$ cat src/rtl/sample_voice_scheduler.sv
// sample_voice_scheduler
//   Turns 16 bank trigger levels into at most NUM_VOICES playback voices. Once
//   per audio frame it fetches one sample per active voice from a shared
//   single-port ROM, sums them and presents a saturated 16-bit mix.
// Ports
//   clk, rst_n        clock, async active-low reset
//   trig[15:0]        bank request levels (rising edge starts bank b)
//   frame_tick        one-cycle sample-rate pulse
//   rom_req/rom_addr  one-cycle ROM read strobe, address {bank, pos}
//   rom_valid/data    ROM response, L >= 1 cycles after rom_req
//   mix_out/mix_valid saturated mix, one-cycle update strobe
//   voice_active      per-voice busy flags
//   drop_count        saturating count of starts with no free voice
//   overrun           sticky: frame_tick arrived while a frame was running
module sample_voice_scheduler #(
    parameter int NUM_VOICES = 4,
    parameter int POS_W      = 12
) (
    input  logic                  clk,
    input  logic                  rst_n,
    input  logic [15:0]           trig,
    input  logic                  frame_tick,
    output logic                  rom_req,
    output logic [4+POS_W-1:0]    rom_addr,
    input  logic                  rom_valid,
    input  logic [15:0]           rom_data,
    output logic [15:0]           mix_out,
    output logic                  mix_valid,
    output logic [NUM_VOICES-1:0] voice_active,
    output logic [7:0]            drop_count,
    output logic                  overrun
);

    localparam int VI_W  = (NUM_VOICES > 1) ? $clog2(NUM_VOICES) : 1;
    localparam int ACC_W = 16 + $clog2(NUM_VOICES) + 1;
    localparam logic [VI_W-1:0]         LAST_V   = VI_W'(NUM_VOICES - 1);
    localparam logic [POS_W-1:0]        LAST_POS = '1;
    localparam logic signed [ACC_W-1:0] SAT_HI   = ACC_W'(32767);
    localparam logic signed [ACC_W-1:0] SAT_LO   = ACC_W'(-32768);

    typedef enum logic [2:0] {S_IDLE, S_ALLOC, S_FETCH, S_WAIT, S_OUT} state_t;

    state_t                           state;
    logic [3:0]                       scan;
    logic [VI_W-1:0]                  vi;
    logic [15:0]                      trig_q, pend, pend_nxt, edge_set, pend_clr;
    logic [NUM_VOICES-1:0]            active;
    logic [NUM_VOICES-1:0][3:0]       vbank;
    logic [NUM_VOICES-1:0][POS_W-1:0] vpos;
    logic signed [ACC_W-1:0]          acc, rom_ext;
    logic [15:0]                      mix_sat;
    logic                             hit, free;
    logic [VI_W-1:0]                  hit_v, free_v;

    assign voice_active = active;
    assign edge_set     = trig & ~trig_q;
    assign rom_ext      = ACC_W'(signed'(rom_data));

    // The request is decoded straight from the FETCH state so the ROM sees it
    // in the FETCH cycle itself; an active voice then costs exactly L extra
    // cycles per frame. FETCH->WAIT means rom_req can never fire back-to-back.
    assign rom_req  = (state == S_FETCH) && active[vi];
    assign rom_addr = rom_req ? {vbank[vi], vpos[vi]} : '0;

    // Bank being scanned: an existing voice on it (retrigger) or the lowest free one.
    always_comb begin
        hit    = 1'b0;
        hit_v  = '0;
        free   = 1'b0;
        free_v = '0;
        for (int v = 0; v < NUM_VOICES; v++) begin
            if (active[v] && vbank[v] == scan && !hit) begin
                hit   = 1'b1;
                hit_v = VI_W'(v);
            end
        end
        for (int v = NUM_VOICES - 1; v >= 0; v--) begin
            if (!active[v]) begin
                free   = 1'b1;
                free_v = VI_W'(v);
            end
        end
    end

    // A new edge landing on the bank's own ALLOC slot survives the clear.
    always_comb begin
        pend_clr = '0;
        if (state == S_ALLOC) pend_clr[scan] = 1'b1;
        pend_nxt = (pend & ~pend_clr) | edge_set;
    end

    always_comb begin
        if (acc > SAT_HI)      mix_sat = 16'h7fff;
        else if (acc < SAT_LO) mix_sat = 16'h8000;
        else                   mix_sat = acc[15:0];
    end

    always_ff @(posedge clk or negedge rst_n) begin
        if (!rst_n) begin
            state      <= S_IDLE;
            scan       <= '0;
            vi         <= '0;
            trig_q     <= '0;
            pend       <= '0;
            active     <= '0;
            vbank      <= '0;
            vpos       <= '0;
            acc        <= '0;
            mix_out    <= '0;
            mix_valid  <= 1'b0;
            drop_count <= '0;
            overrun    <= 1'b0;
        end else begin
            trig_q    <= trig;
            pend      <= pend_nxt;
            mix_valid <= 1'b0;
            if (frame_tick && state != S_IDLE) overrun <= 1'b1;
            case (state)
                S_IDLE: if (frame_tick) begin
                    state <= S_ALLOC;
                    scan  <= '0;
                    acc   <= '0;
                end
                S_ALLOC: begin
                    if (pend[scan]) begin
                        if (hit) begin
                            vpos[hit_v] <= '0;
                        end else if (free) begin
                            active[free_v] <= 1'b1;
                            vbank[free_v]  <= scan;
                            vpos[free_v]   <= '0;
                        end else if (drop_count != 8'hff) begin
                            drop_count <= drop_count + 8'd1;
                        end
                    end
                    if (scan == 4'd15) begin
                        state <= S_FETCH;
                        vi    <= '0;
                    end else begin
                        scan <= scan + 4'd1;
                    end
                end
                S_FETCH: begin
                    if (active[vi])       state <= S_WAIT;
                    else if (vi == LAST_V) state <= S_OUT;
                    else                  vi    <= vi + 1'b1;
                end
                S_WAIT: if (rom_valid) begin
                    acc <= acc + rom_ext;
                    if (vpos[vi] == LAST_POS) active[vi] <= 1'b0;
                    else                      vpos[vi]   <= vpos[vi] + 1'b1;
                    if (vi == LAST_V) begin
                        state <= S_OUT;
                    end else begin
                        vi    <= vi + 1'b1;
                        state <= S_FETCH;
                    end
                end
                S_OUT: begin
                    mix_out   <= mix_sat;
                    mix_valid <= 1'b1;
                    state     <= S_IDLE;
                end
                default: state <= S_IDLE;
            endcase
        end
    end

endmodule

$ cat config.mk
export PLATFORM = sky130hd
export DESIGN_NAME = sample_voice_scheduler
export DESIGN_NICKNAME = d
export VERILOG_FILES = /design/src/rtl/sample_voice_scheduler.sv
export SDC_FILE = /design/constraint.sdc
export NUM_CORES = 1
export LEC_CHECK = 0
export BUFFER_PORTS_ARGS = -buffer_cell sky130_fd_sc_hd__buf_2
export CAP_MARGIN = 20
export CORE_MARGIN = 10
export CORE_UTILIZATION = 59
export DETAILED_ROUTE_END_ITERATION = 6
export HOLD_SLACK_MARGIN = 0.02
export PLACE_DENSITY = 0.88
export SLEW_MARGIN = 20
export SYNTH_ARGS = -nofsm -noshare
export SYNTH_HDL_FRONTEND = slang
export SYNTH_SLANG_ARGS = --single-unit
$ cat constraint.sdc
create_clock -name clk -period 3.9 [get_ports clk]
set_input_delay 0.78 -clock clk [delete_from_list [all_inputs] [get_ports clk]]
set_output_delay 0.78 -clock clk [all_outputs]
set_load 0.01 [all_outputs]
==> implementation parameters <==
Parameter                              Value

Detailed routing
  Routed Antenna Nets    0
  Post-route DRC    0
  Violation count after the first detailed-route iteration    642
  Iteration count of the initial detailed-routing pass    5
  Via density    6.105
  Number of vias in the routed layout    6,178
  WL/cell    19.16 um
  WL final    just under 20 mm

STA
  Slew margin rel.    27.02%
  Final hold violation count    0
  Maximum clock skew at final layout    between 0.008 and 0.009 ns
  Fin crit share    about 86%
  Unrepaired setup endpoints after global routing    no
  Setup TNS    0 ns
  Measured slew at the worst slew-check pin    ~1.1 ns
  Count of final max-slew check failures    0
  Peak Freq    just under 300 MHz
  Final setup vio count    0
  Clock period minus worst slack    between 3 and 4 ns

Setup path
  Cell chain of the critical path    buf_4 -> mux4_2 -> ha_1 -> and4_1 -> nand4_4 -> a21oi_2 -> a311oi_2 -> or3b_1 -> a22o_1
  Critical path arrival    3.67 ns
  Length in cells of the worst reg-to-reg path    9
  Delay of the slowest cell on the worst path    approximately 0.66 ns
  Crit path capture type    register
  Endpoint of the worst-slack reg-to-reg timing path    vpos[1]$_DFFE_PN0P_
  Largest fanout of any net on the critical path    12
  Type of element launching the critical path    register
  Flop2flop setup slack    between 0.5 and 0.6 ns
  Worst flop-to-flop path startpoint    vi[0]$_DFFE_PN0P_
  Critical path's slowest cell    or3b_1
  Worst EP required    between 4 and 5 ns
  CP Buf/Inv Count    1
  Family with the most delay on the worst path    simple AND/OR/NAND/NOR gates
  Type of the worst setup path    register to register

Clock tree
  Count of hold-fix buffers inserted at cts    0
  Number of H-tree branching levels    4
  Worst-case clock buffer depth    2
  CTS tree    yes
  Number of setup buffers added after CTS    0
  Root buffer cell    clkbuf_16
  Clock slew at the register clock pins of the worst setup and hold paths    0.06 ns
  Resized cells post-CTS    0
  TritonCTS Sinks    154
  Number of buffers created by CTS    17
  Insertion delay to the later sink of the worst-skew pair    0.42 ns

Worst hold path
  Hold path startpoint    trig_q[6]$_DFF_PN0_
  Hold endpoint    pend[6]$_DFF_PN0_
  Type of the most critical hold path    register to register
  Hold Path Cell Cnt    1

Logic synthesis
  Top post-synthesis cells by area    dfrtp_1, mux4_2, o21ai_0
  Area fraction in and, or, nand and nor cells after synthesis    12.87%
  Async set or reset register ratio after synthesis    100.0%
  Proportion of synthesized area in mux cells    between 8 and 9%
  Synth unique cells    57
  Fraction of the yosys area taken by sequential cells    between 40 and 50%
  Ys Warns    0
  Synth Area in XOR/XNOR    5.041%
  Most used DFF post-synth    dfrtp_1
  Number of enable flip-flop cells after synthesis    0
  Dominant combinational cell family by area after synthesis    compound AO/OA/AOI/OAI gates
  Mapped Cells    between 700 and 800
  Share of the synthesized area in the top cell type    between 40% and 50%
  Avg Cell Area, Syn    10.73 um2
  Netlist area before placement    between 0.007 and 0.008 mm2
  Leading area contributor after synthesis    dfrtp_1
  FF+latch count, synth    between 150 and 200
  Fraction of the mapped netlist area in adder cells    roughly 4.6%
  Fraction of the mapped netlist area in compound gates    about 17%
  Net Count, Synth    slightly above 800

Die
  Effective utilization at floorplan    60.36%
  Die ar.    roughly 0.019 mm2
  Die boundary height    about 140 um
  Die width    136.4 um
  Site row count    42
  Number of placed I/O pins    slightly above 80
  CORE AREA    0.01324 mm2

Global route
  Total grt overflow    0
  Pin count of the biggest net entering global routing    just under 100
  First-pass GRT wire length    roughly 32 mm
  Total GRT Usage    a little over a fifth
  Antenna violations before repair    1
  Vias in the first global route    between 6,000 and 7,000

Layout
  Post-route standard cell area excluding fillers    0.009226 mm2
  Growth of design area from synthesis to finish    15.44%
  Share of post-route cells with drive strength above 1    between 20% and 30%
  Top library cells by usage in the layout, fill and taps aside    dfrtp_1, nand2_1, o21ai_0
  Leading cell type in the layout, fill and taps excluded    dfrtp_1
  Net count of the finished layout    887

Power
  LEAKAGE    approximately 4.3 nW
  Power Dens Cells    ~700 mW/mm2
  Peak supply drop    between 0.3 and 0.4 mV

Place
  Detailed Place HPWL    13.35 mm
  Routability cong.    0.9022
  Number of buffers inserted by port buffering    82
  Post-placement cell area    ~0.0085 mm2

Status
  Status    completed

Run
  Max-cap check violation count    0
-- metal layers --
metal | share of wire, % | vias to the layer above | GRT usage [%]
li1 | - | 2841 | -
met4 | 1.6 | 0 | 8.698
met2 | 49 | 259 | 34.58
met1 | 42 | 3046 | 27.50
met3 | 7.7 | 32 | 5.535
met5 | 0 | - | 0
-- per-stage QoR --
stage	setup WS, ns	total power, W	std cells	hold slack [ns]	utilization [%]
floorplan	0.9613	0.003940	745	0.3996	-
global placement	0.7406	0.004387	979	0.4022	64.49
detailed placement	0.6045	0.004478	979	0.4088	64.49
CTS	0.5581	0.006407	1011	0.4188	69.65
global route	0.4242	0.006787	1012	0.4283	69.67
finish	0.5465	0.006431	1012	0.4173	69.67
-- cells in the mapped netlist, types with 17 or more instances --
library cell	n
nor2_1	26
xnor2_1	18
nand2_1	93
nor2b_1	18
o2bb2ai_1	30
clkbuf_1	23
ha_1	28
dfrtp_1	154
inv_1	39
xor2_1	28
a21oi_1	17
o21ai_0	83
mux4_2	21
-- worst register-to-register path, cell delays in order (launching register included) --
cell	delay [ns]
dfrtp_1	0.39
buf_4	0.26
mux4_2	0.60
ha_1	0.24
and4_1	0.21
nand4_4	0.13
a21oi_2	0.07
a311oi_2	0.34
or3b_1	0.66
a22o_1	0.33
-- logic make-up (layout without fill, tap and decap cells) --
kind of cell / after synthesis / in the layout
flip-flops: 154 / 154
XOR/XNOR: 46 / 46
AND/OR/NAND/NOR: 212 / 212
adder cells (fa/ha/maj): 29 / 29
other: 0 / 1
buffers and inverters: 71 / 161
multiplexers: 40 / 40
AO/OA/AOI/OAI: 193 / 193
-- sequential cells by signal, summed over array words and instances, names as in the netlist --
name and cells:
vpos 48, acc 19, mix_out 16, pend 16
trig_q 16, vbank 16, drop_count 8, scan 4
voice_active 4, state 3, vi 2, mix_valid 1
overrun 1
-- power by group --
part           internal, W  total [W]  switching, W
Sequential         0.00187    0.00224      0.000372
Clock              0.00125    0.00189      0.000637
Combinational     0.000936    0.00230       0.00136
Total              0.00406    0.00643       0.00237
-- layout make-up --
| cell class | instances | area (um2) |
|---|---|---|
| clock buffers | 21 | 470.5 |
| clock inverters | 11 | 212.7 |
| fillers | 973 | 4016 |
| inverters | 39 | 146.4 |
| repair buffers | 90 | 476.7 |
| multi-input cells | 520 | 3844 |
| diodes | 1 | 2.502 |
| flip-flops and latches | 154 | 3854 |
| well taps | 176 | 220.2 |
-- worst max path at each step --
| stage | from | endpoint | slack, ns | cells after the start |
|---|---|---|---|---|
| 3_3_place_gp | rom_data[0] | acc[14]$_DFFE_PN0P_ | 0.74 | 11 |
| 3_5_place_dp | vi[0]$_DFFE_PN0P_ | vpos[1]$_DFFE_PN0P_ | 0.60 | 9 |
| 6_report | vi[0]$_DFFE_PN0P_ | vpos[1]$_DFFE_PN0P_ | 0.55 | 9 |
| 5_1_grt | vi[0]$_DFFE_PN0P_ | vpos[0]$_DFFE_PN0P_ | 0.42 | 9 |
| 2_1_floorplan | vi[0]$_DFFE_PN0P_ | vpos[10]$_DFFE_PN0P_ | 0.96 | 11 |
| 4_1_cts | vi[0]$_DFFE_PN0P_ | vpos[1]$_DFFE_PN0P_ | 0.56 | 9 |
Note: power is estimated with default switching activity, not from simulation.
